<file path="config.mk">
export PLATFORM = sky130hd
export DESIGN_NAME = ethrxfilt_flat
export DESIGN_NICKNAME = d
export VERILOG_FILES = /design/src/rtl/ethrxfilt_if.sv /design/src/rtl/ethrxfilt.sv /design/src/flat_wrapper.sv
export SDC_FILE = /design/constraint.sdc
export NUM_CORES = 1
export LEC_CHECK = 0
export CAP_MARGIN = 20
export CORE_MARGIN = 10
export CORE_UTILIZATION = 41
export CTS_BUF_LIST = sky130_fd_sc_hd__clkbuf_4 sky130_fd_sc_hd__clkbuf_8
export DETAILED_ROUTE_END_ITERATION = 8
export PLACE_DENSITY = 0.59
export RECOVER_POWER = 50
export SLEW_MARGIN = 40
export SYNTH_ARGS = -nofsm -noshare
export SYNTH_HDL_FRONTEND = slang
export SYNTH_SLANG_ARGS = --single-unit
</file>
<file path="constraint.sdc">
create_clock -name clk -period 3.1 [get_ports clk]
set_input_delay 0.62 -clock clk [delete_from_list [all_inputs] [get_ports clk]]
set_output_delay 0.62 -clock clk [all_outputs]
set_load 0.02 [all_outputs]
</file>
<file path="src/rtl/ethrxfilt_if.sv">
// Receive buffer write stream and frame-ready handshake
// seen by the destination-address filter.
interface ethrxfilt_if;
  logic [8:0]  rxaddr;
  logic [31:0] rxdbus;
  logic        rxwrn;
  logic        rxrdy_i;
  logic        rxdone_o;
  logic        rxrdy_o;
  logic        rxdone_i;

  modport master (
    output rxaddr, rxdbus, rxwrn,
    output rxrdy_i, rxdone_i,
    input  rxdone_o, rxrdy_o
  );

  modport slave (
    input  rxaddr, rxdbus, rxwrn,
    input  rxrdy_i, rxdone_i,
    output rxdone_o, rxrdy_o
  );
endinterface

</file>
<file path="src/rtl/ethrxfilt.sv">
// DELQA receive destination-address filter: captures the DA
// from buffer writes and forwards or silently drops the frame.
module ethrxfilt #(
  parameter int NENT = 14,
  parameter int CNTW = 16
) (
  input  logic            clk,
  input  logic            rst,
  ethrxfilt_if.slave      rx,
  input  logic            mcast,
  input  logic            promis,
  input  logic            tbl_we,
  input  logic [3:0]      tbl_idx,
  input  logic [47:0]     tbl_dat,
  input  logic            tbl_clr,
  output logic [CNTW-1:0] rejcnt,
  output logic            accept
);

  localparam logic [3:0] LAST = 4'(NENT - 1);

  typedef enum logic [2:0] {
    S_IDLE,
    S_CAP1,
    S_CMP,
    S_WAIT,
    S_FWD,
    S_DROP
  } state_t;

  state_t            r_st;
  logic [47:0]       r_tbl [NENT];
  logic [NENT-1:0]   r_vld;
  logic [47:0]       r_dmac;
  logic [3:0]        r_idx;
  logic              r_match;
  logic              r_rxrdy_o;
  logic              r_rxdone_o;
  logic [CNTW-1:0]   r_rejcnt;
  logic              r_accept;

  logic              w_idx_ok;
  logic              w_wr0;
  logic              w_wr1;
  logic              w_hit;
  logic              w_fast;
  logic              w_last;
  logic [CNTW-1:0]   w_rejinc;

  assign w_idx_ok = tbl_idx < 4'(NENT);
  assign w_wr0    = !rx.rxwrn && (rx.rxaddr == 9'd0);
  assign w_wr1    = !rx.rxwrn && (rx.rxaddr == 9'd1);
  assign w_hit    = r_vld[r_idx] && (r_tbl[r_idx] == r_dmac);
  assign w_fast   = promis || (&r_dmac) || (r_dmac[0] && mcast);
  assign w_last   = r_idx == LAST;
  assign w_rejinc = (&r_rejcnt) ? r_rejcnt : r_rejcnt + CNTW'(1);

  always_ff @(posedge clk) begin
    if (tbl_we && w_idx_ok)
      r_tbl[tbl_idx] <= tbl_dat;
  end

  // clear first so a same-cycle write still leaves its entry valid
  always_ff @(posedge clk or posedge rst) begin
    if (rst) begin
      r_vld <= '0;
    end else begin
      if (tbl_clr)
        r_vld <= '0;
      if (tbl_we && w_idx_ok)
        r_vld[tbl_idx] <= 1'b1;
    end
  end

  always_ff @(posedge clk or posedge rst) begin
    if (rst) begin
      r_st       <= S_IDLE;
      r_dmac     <= '0;
      r_idx      <= '0;
      r_match    <= 1'b0;
      r_rxrdy_o  <= 1'b0;
      r_rxdone_o <= 1'b0;
      r_rejcnt   <= '0;
      r_accept   <= 1'b0;
    end else begin
      unique case (r_st)
        S_IDLE: begin
          if (rx.rxrdy_i) begin
            r_st       <= S_DROP;
            r_rxdone_o <= 1'b1;
            r_accept   <= 1'b0;
            r_rejcnt   <= w_rejinc;
          end else if (w_wr0) begin
            r_dmac[31:0] <= rx.rxdbus;
            r_st         <= S_CAP1;
          end
        end
        S_CAP1: begin
          if (rx.rxrdy_i) begin
            r_st       <= S_DROP;
            r_rxdone_o <= 1'b1;
            r_accept   <= 1'b0;
            r_rejcnt   <= w_rejinc;
          end else if (w_wr1) begin
            r_dmac[47:32] <= rx.rxdbus[15:0];
            r_idx         <= '0;
            r_match       <= 1'b0;
            r_st          <= S_CMP;
          end else if (w_wr0) begin
            r_dmac[31:0] <= rx.rxdbus;
          end
        end
        S_CMP: begin
          if (w_wr0) begin
            r_dmac[31:0] <= rx.rxdbus;
            r_st         <= S_CAP1;
          end else if (w_hit || (w_fast && r_idx == '0)) begin
            r_match <= 1'b1;
            r_st    <= S_WAIT;
          end else if (w_last) begin
            r_st <= S_WAIT;
          end else begin
            r_idx <= r_idx + 4'd1;
          end
        end
        S_WAIT: begin
          if (rx.rxrdy_i) begin
            if (r_match) begin
              r_st       <= S_FWD;
              r_rxrdy_o  <= 1'b1;
              r_rxdone_o <= rx.rxdone_i;
              r_accept   <= 1'b1;
            end else begin
              r_st       <= S_DROP;
              r_rxdone_o <= 1'b1;
              r_accept   <= 1'b0;
              r_rejcnt   <= w_rejinc;
            end
          end else if (w_wr0) begin
            r_dmac[31:0] <= rx.rxdbus;
            r_st         <= S_CAP1;
          end
        end
        S_FWD: begin
          r_rxrdy_o  <= rx.rxrdy_i;
          r_rxdone_o <= rx.rxdone_i;
          if (!rx.rxrdy_i && !rx.rxdone_i)
            r_st <= S_IDLE;
        end
        S_DROP: begin
          r_rxrdy_o <= 1'b0;
          if (!rx.rxrdy_i) begin
            r_rxdone_o <= 1'b0;
            r_st       <= S_IDLE;
          end else begin
            r_rxdone_o <= 1'b1;
          end
        end
        default: r_st <= S_IDLE;
      endcase
    end
  end

  assign rx.rxrdy_o  = r_rxrdy_o;
  assign rx.rxdone_o = r_rxdone_o;
  assign rejcnt      = r_rejcnt;
  assign accept      = r_accept;

endmodule

</file>
<file path="src/flat_wrapper.sv">
// flat-port wrapper written by rule: the top's interface ports become plain ports
module ethrxfilt_flat 
#(
  parameter int NENT = 14,
  parameter int CNTW = 16
)
  (clk, rst, mcast, promis, tbl_we, tbl_idx, tbl_dat, tbl_clr, rejcnt, accept, rx_rxaddr, rx_rxdbus, rx_rxwrn, rx_rxrdy_i, rx_rxdone_i, rx_rxdone_o, rx_rxrdy_o);
  ethrxfilt_if rx_i ();
  input  logic clk;
  input  logic rst;
  input  logic mcast;
  input  logic promis;
  input  logic tbl_we;
  input  logic [3:0] tbl_idx;
  input  logic [47:0] tbl_dat;
  input  logic tbl_clr;
  output logic [CNTW-1:0] rejcnt;
  output logic accept;
  input wire logic [$bits(rx_i.rxaddr)-1:0] rx_rxaddr;
  input wire logic [$bits(rx_i.rxdbus)-1:0] rx_rxdbus;
  input wire logic [$bits(rx_i.rxwrn)-1:0] rx_rxwrn;
  input wire logic [$bits(rx_i.rxrdy_i)-1:0] rx_rxrdy_i;
  input wire logic [$bits(rx_i.rxdone_i)-1:0] rx_rxdone_i;
  output wire logic [$bits(rx_i.rxdone_o)-1:0] rx_rxdone_o;
  output wire logic [$bits(rx_i.rxrdy_o)-1:0] rx_rxrdy_o;
  assign rx_i.rxaddr = rx_rxaddr;
  assign rx_i.rxdbus = rx_rxdbus;
  assign rx_i.rxwrn = rx_rxwrn;
  assign rx_i.rxrdy_i = rx_rxrdy_i;
  assign rx_i.rxdone_i = rx_rxdone_i;
  assign rx_rxdone_o = rx_i.rxdone_o;
  assign rx_rxrdy_o = rx_i.rxrdy_o;
  ethrxfilt #(.NENT(NENT), .CNTW(CNTW)) u_core (.clk(clk), .rst(rst), .rx(rx_i), .mcast(mcast), .promis(promis), .tbl_we(tbl_we), .tbl_idx(tbl_idx), .tbl_dat(tbl_dat), .tbl_clr(tbl_clr), .rejcnt(rejcnt), .accept(accept));
endmodule
</file>
==> impl_metrics.ini, run 1 <==
[power]
p_clk_share_pct = 39.9
switchingPower_w = 0.00450
swShare_pct = 21.8
pwr_density_cell_mw_per_mm2 = 550
ir_drop_mv = 0.302
power_leakage_nw = 12.9
combPwrFrac_pct = 4.4
seqPwrFrac_pct = 55.7
p_int_w = 0.0162

[logic_synthesis]
synthXorXnorAreaFrac_pct = 2.22
avgSynthCellArea_um2 = 17.7
synthesis.area_mm2 = 0.0308
synth.area.top_cells = edfxtp_1 65%, dfrtp_1 7.2%, mux2i_1 6.3%
synth_fa_ha_area_share_pct = 0.162
synthSimpleGateAreaFrac_pct = 4.09
yosysUniqueCellTypes = 75
syn_nets = 1843
synth_top_area_share_pct = 65.5
ys.flop_type = edfxtp_1
ys_top_cells_by_count = 672 x edfxtp_1, 194 x mux2i_1, 89 x dfrtp_1, 86 x mux2_2, 71 x nand2_1
synth_largest_area_cell = edfxtp_1
synth-compound-area-share_pct = 4.62
ys_warn_count = 0
ys_seq_elements = 761
synthMostInstantiatedCell = edfxtp_1
synth_mux_area_share_pct = 14.2
ys_seq_area_share_pct = 72.7
synth_top_family_by_area = multiplexers
async_reset_ff_share_pct = 11.7
syn-instance-count = 1737
synth_edf_count = 672

[worst_setup_path]
critPathCaptureType = register
cp_top_family = compound AO/OA/AOI/OAI gates
arrival_ns = 4.56
r2r-end = u_core.r_idx[3]
crit_fanout = 8
path_depth = 13
worstSetupPathType = reg2reg
r2r_setup_slack_ns = -0.79
path_cells = buf_12 -> buf_12 -> buf_4 -> mux2_1 -> mux4_2 -> a22oi_2 -> o22ai_1 -> a2111oi_2 -> nand4_1 -> or4_4 -> or2_4 -> a311o_1 -> a21bo_1
cpPeakStageDelay_ns = 0.53
start_kind = register
r2r-start = u_core.r_idx[1]
r2r_cells = 13
worstPathRequired_ns = 3.77
crit_path_frequent_cell = buf_12
crit_path_top_delay_cell = dfrtp_4
crit_end = u_core.r_idx[3]
startpoint = u_core.r_idx[1]
cp_num_buf_inv = 3

[detailed_routing]
viasPerCell = 5.55
dr.pass1.iters = 5
totalWireLength_um = 86300
initialDrtViolationCount = 1702
post_drt_wl_per_cell_um = 27.1
dr_total_vias = 17650
drc = 0
ant_nets = 0

[cts]
cts_buffer_depth = 3
clk_latency_ns = 0.73
numClockSinks = 761
tritoncts = done
path_clk_slew_ns = 0.07
cts_made_buffers = 119
htreeDepth = 3
root_buffer = clkbuf_8

[cells_and_area]
nets = 2215
drive_gt1_share_pct = 27.7
n_fill_cell = 6096
seq_area_mm2 = 0.0224
area_delta_synth_final_pct = 21.9
instances_no_fill = 3181
multi_input_area_mm2 = 0.00809

[sta]
tightest_slew_ns = 2.04
min_period_over_period_pct = 126
period_needed_ns = 3.89
maxSlewHeadroom_pct = -36.5
skew_ns = 0.0352
rsz0062_at_grt = yes
setup_violations = 6
maxSlewViolCount = 92
fmax_mhz = 257
hold_violations = 0
tns_ns = -4.34
layout_setup_ws_ns = -0.792

[floorplan]
die_w_um = 294
initial_core_util_pct = 41.4
placementRows = 100
core_mm2 = 0.0744
die_area_mm2 = 0.0865
dieHeight_um = 294
ioPinCount = 121

[placement]
placedCellCount = 2941
gp_congestion = 0.919
dp_hpwl_um = 54600
numPortBuffers = 120
post-place-ws_ns = -1.03

[job]
max_cap_violations = 2

[global_routing]
grt_max_degree = 50
grt_pass1_vias = 18333
overflow = 0
track_usage_pct = 19.6
grt_pass1_wl_um = 125000
antenna_found_initial = 7

[status]
violations = capacitance limit, slew limit, setup timing
status = complete, but fails checks

[hold_path]
min_path_type = reg2reg
[power groups by stage]
stage | logic (W) | registers [W] | clock network (W)
finish | 0.000910 | 0.0115 | 0.00824
global route | 0.000971 | 0.0115 | 0.00889
CTS | 0.000932 | 0.0115 | 0.00841
detailed placement | 0.000920 | 0.0117 | 0
global placement | 0.000898 | 0.0117 | 0
floorplan | 0.000309 | 0.0117 | 0
[logic make-up after synthesis]
group                    Yosys count
adder cells (fa/ha/maj)            4
multiplexers                     349
buffers and inverters             99
AND/OR/NAND/NOR                  245
flip-flops                       761
XOR/XNOR                          78
AO/OA/AOI/OAI                    201
[placed cells by master, fill, tap and decap left out, drive strengths merged, types with 5 or more instances in the layout]
| master | count |
|---|---|
| clkinvlp | 7 |
| nand4 | 38 |
| nor4 | 12 |
| o2bb2ai | 5 |
| xnor2 | 52 |
| inv | 14 |
| dfrtp | 89 |
| nor2 | 46 |
| o211ai | 8 |
| mux4 | 61 |
| nor2b | 10 |
| buf | 211 |
| dlygate4sd3 | 50 |
| clkinv | 40 |
| xor2 | 26 |
| nand3b | 5 |
| a21oi | 30 |
| a211oi | 7 |
| a2111oi | 5 |
| nand2 | 71 |
| a21o | 14 |
| a22oi | 60 |
| mux2 | 94 |
| o22ai | 13 |
| edfxtp | 672 |
| nor3 | 12 |
| clkbuf | 175 |
| and3 | 5 |
| mux2i | 194 |
| nand2b | 7 |
| nand3 | 18 |
| o21ai | 20 |
| clkdlybuf4s50 | 70 |
[final cells by class]
type / instances / share of cell area (%)
diodes: 4 / 0.0266
clock buffers: 170 / 5.41
clock inverters: 50 / 0.786
inverters: 13 / 0.133
multi-input cells: 877 / 21.5
flip-flops and latches: 761 / 59.7
well taps: 969 / 3.23
repair buffers: 337 / 9.20
[per-stage QoR]
stage / instance area (um2) / power, W / utilization, % / hold slack [ns]
2_1_floorplan: 30900 / 0.0120 / - / 0.444
3_3_place_gp: 34900 / 0.0126 / 46.8 / 0.455
3_5_place_dp: 34900 / 0.0126 / 46.9 / 0.465
4_1_cts: 37500 / 0.0209 / 50.3 / 0.267
5_1_grt: 37600 / 0.0214 / 50.4 / 0.491
6_report: 37600 / 0.0207 / 50.5 / 0.479
[flip-flops by register name (all words and copies together), names as in the netlist]
| name | count |
|---|---|
| u_core.rx.rxrdy_o | 1 |
| u_core.r_idx | 4 |
| u_core.accept | 1 |
| u_core.r_dmac | 48 |
| u_core.rx.rxdone_o | 1 |
| u_core.rejcnt | 16 |
| u_core.r_vld | 14 |
| u_core.r_tbl | 672 |
| u_core.r_st | 3 |
| u_core.r_match | 1 |
[how the worst min path moves through the flow]
stage,slack [ns],start,cells past startpoint,end
after detailed placement,0.46,u_core.r_vld[4],1,u_core.r_vld[4]
after global placement,0.46,u_core.r_vld[12],1,u_core.r_vld[12]
after global routing,0.49,rx_rxdbus[26],2,u_core.r_dmac[26]
after floorplan,0.44,u_core.r_vld[12],1,u_core.r_vld[12]
after CTS,0.27,rst,2,u_core.r_dmac[22]
final,0.48,u_core.r_vld[4],1,u_core.r_vld[4]
[worst reg2reg max path: cells and delay by family (launching register included)]
family | cells | cell delay, ns
buffers and inverters | 3 | 0.44
flip-flops | 1 | 0.53
AO/OA/AOI/OAI | 5 | 1.16
multiplexers | 2 | 0.77
AND/OR/NAND/NOR | 3 | 0.93
[per-layer routing]
metal	up-vias	global-route usage (%)	wire [um]
met1	9139	26.7	37200
met5	-	0	27
met4	4	6.31	2170
li1	7691	-	-
met3	127	3.91	6310
met2	689	31.3	40500
[what timing repair did]
item,CTS,global route
hold buffers,0,0
gates resized for setup,38,14
pin swaps,10,4
buffers inserted,10,4
setup endpoints to repair,6,6
gates cloned,1,1
(Power assumes the default switching activity.)
==> run 2: changes to the inputs <==
--- a/config.mk
+++ b/config.mk
@@ -5,6 +5,7 @@
 export SDC_FILE = /design/constraint.sdc
 export NUM_CORES = 1
 export LEC_CHECK = 0
+export ABC_CLOCK_PERIOD_IN_PS = 3100
 export CAP_MARGIN = 20
 export CORE_MARGIN = 10
 export CORE_UTILIZATION = 41
==> results of run 2 <==
The final DEF is identical to that of run 1; final timing and power are the same.
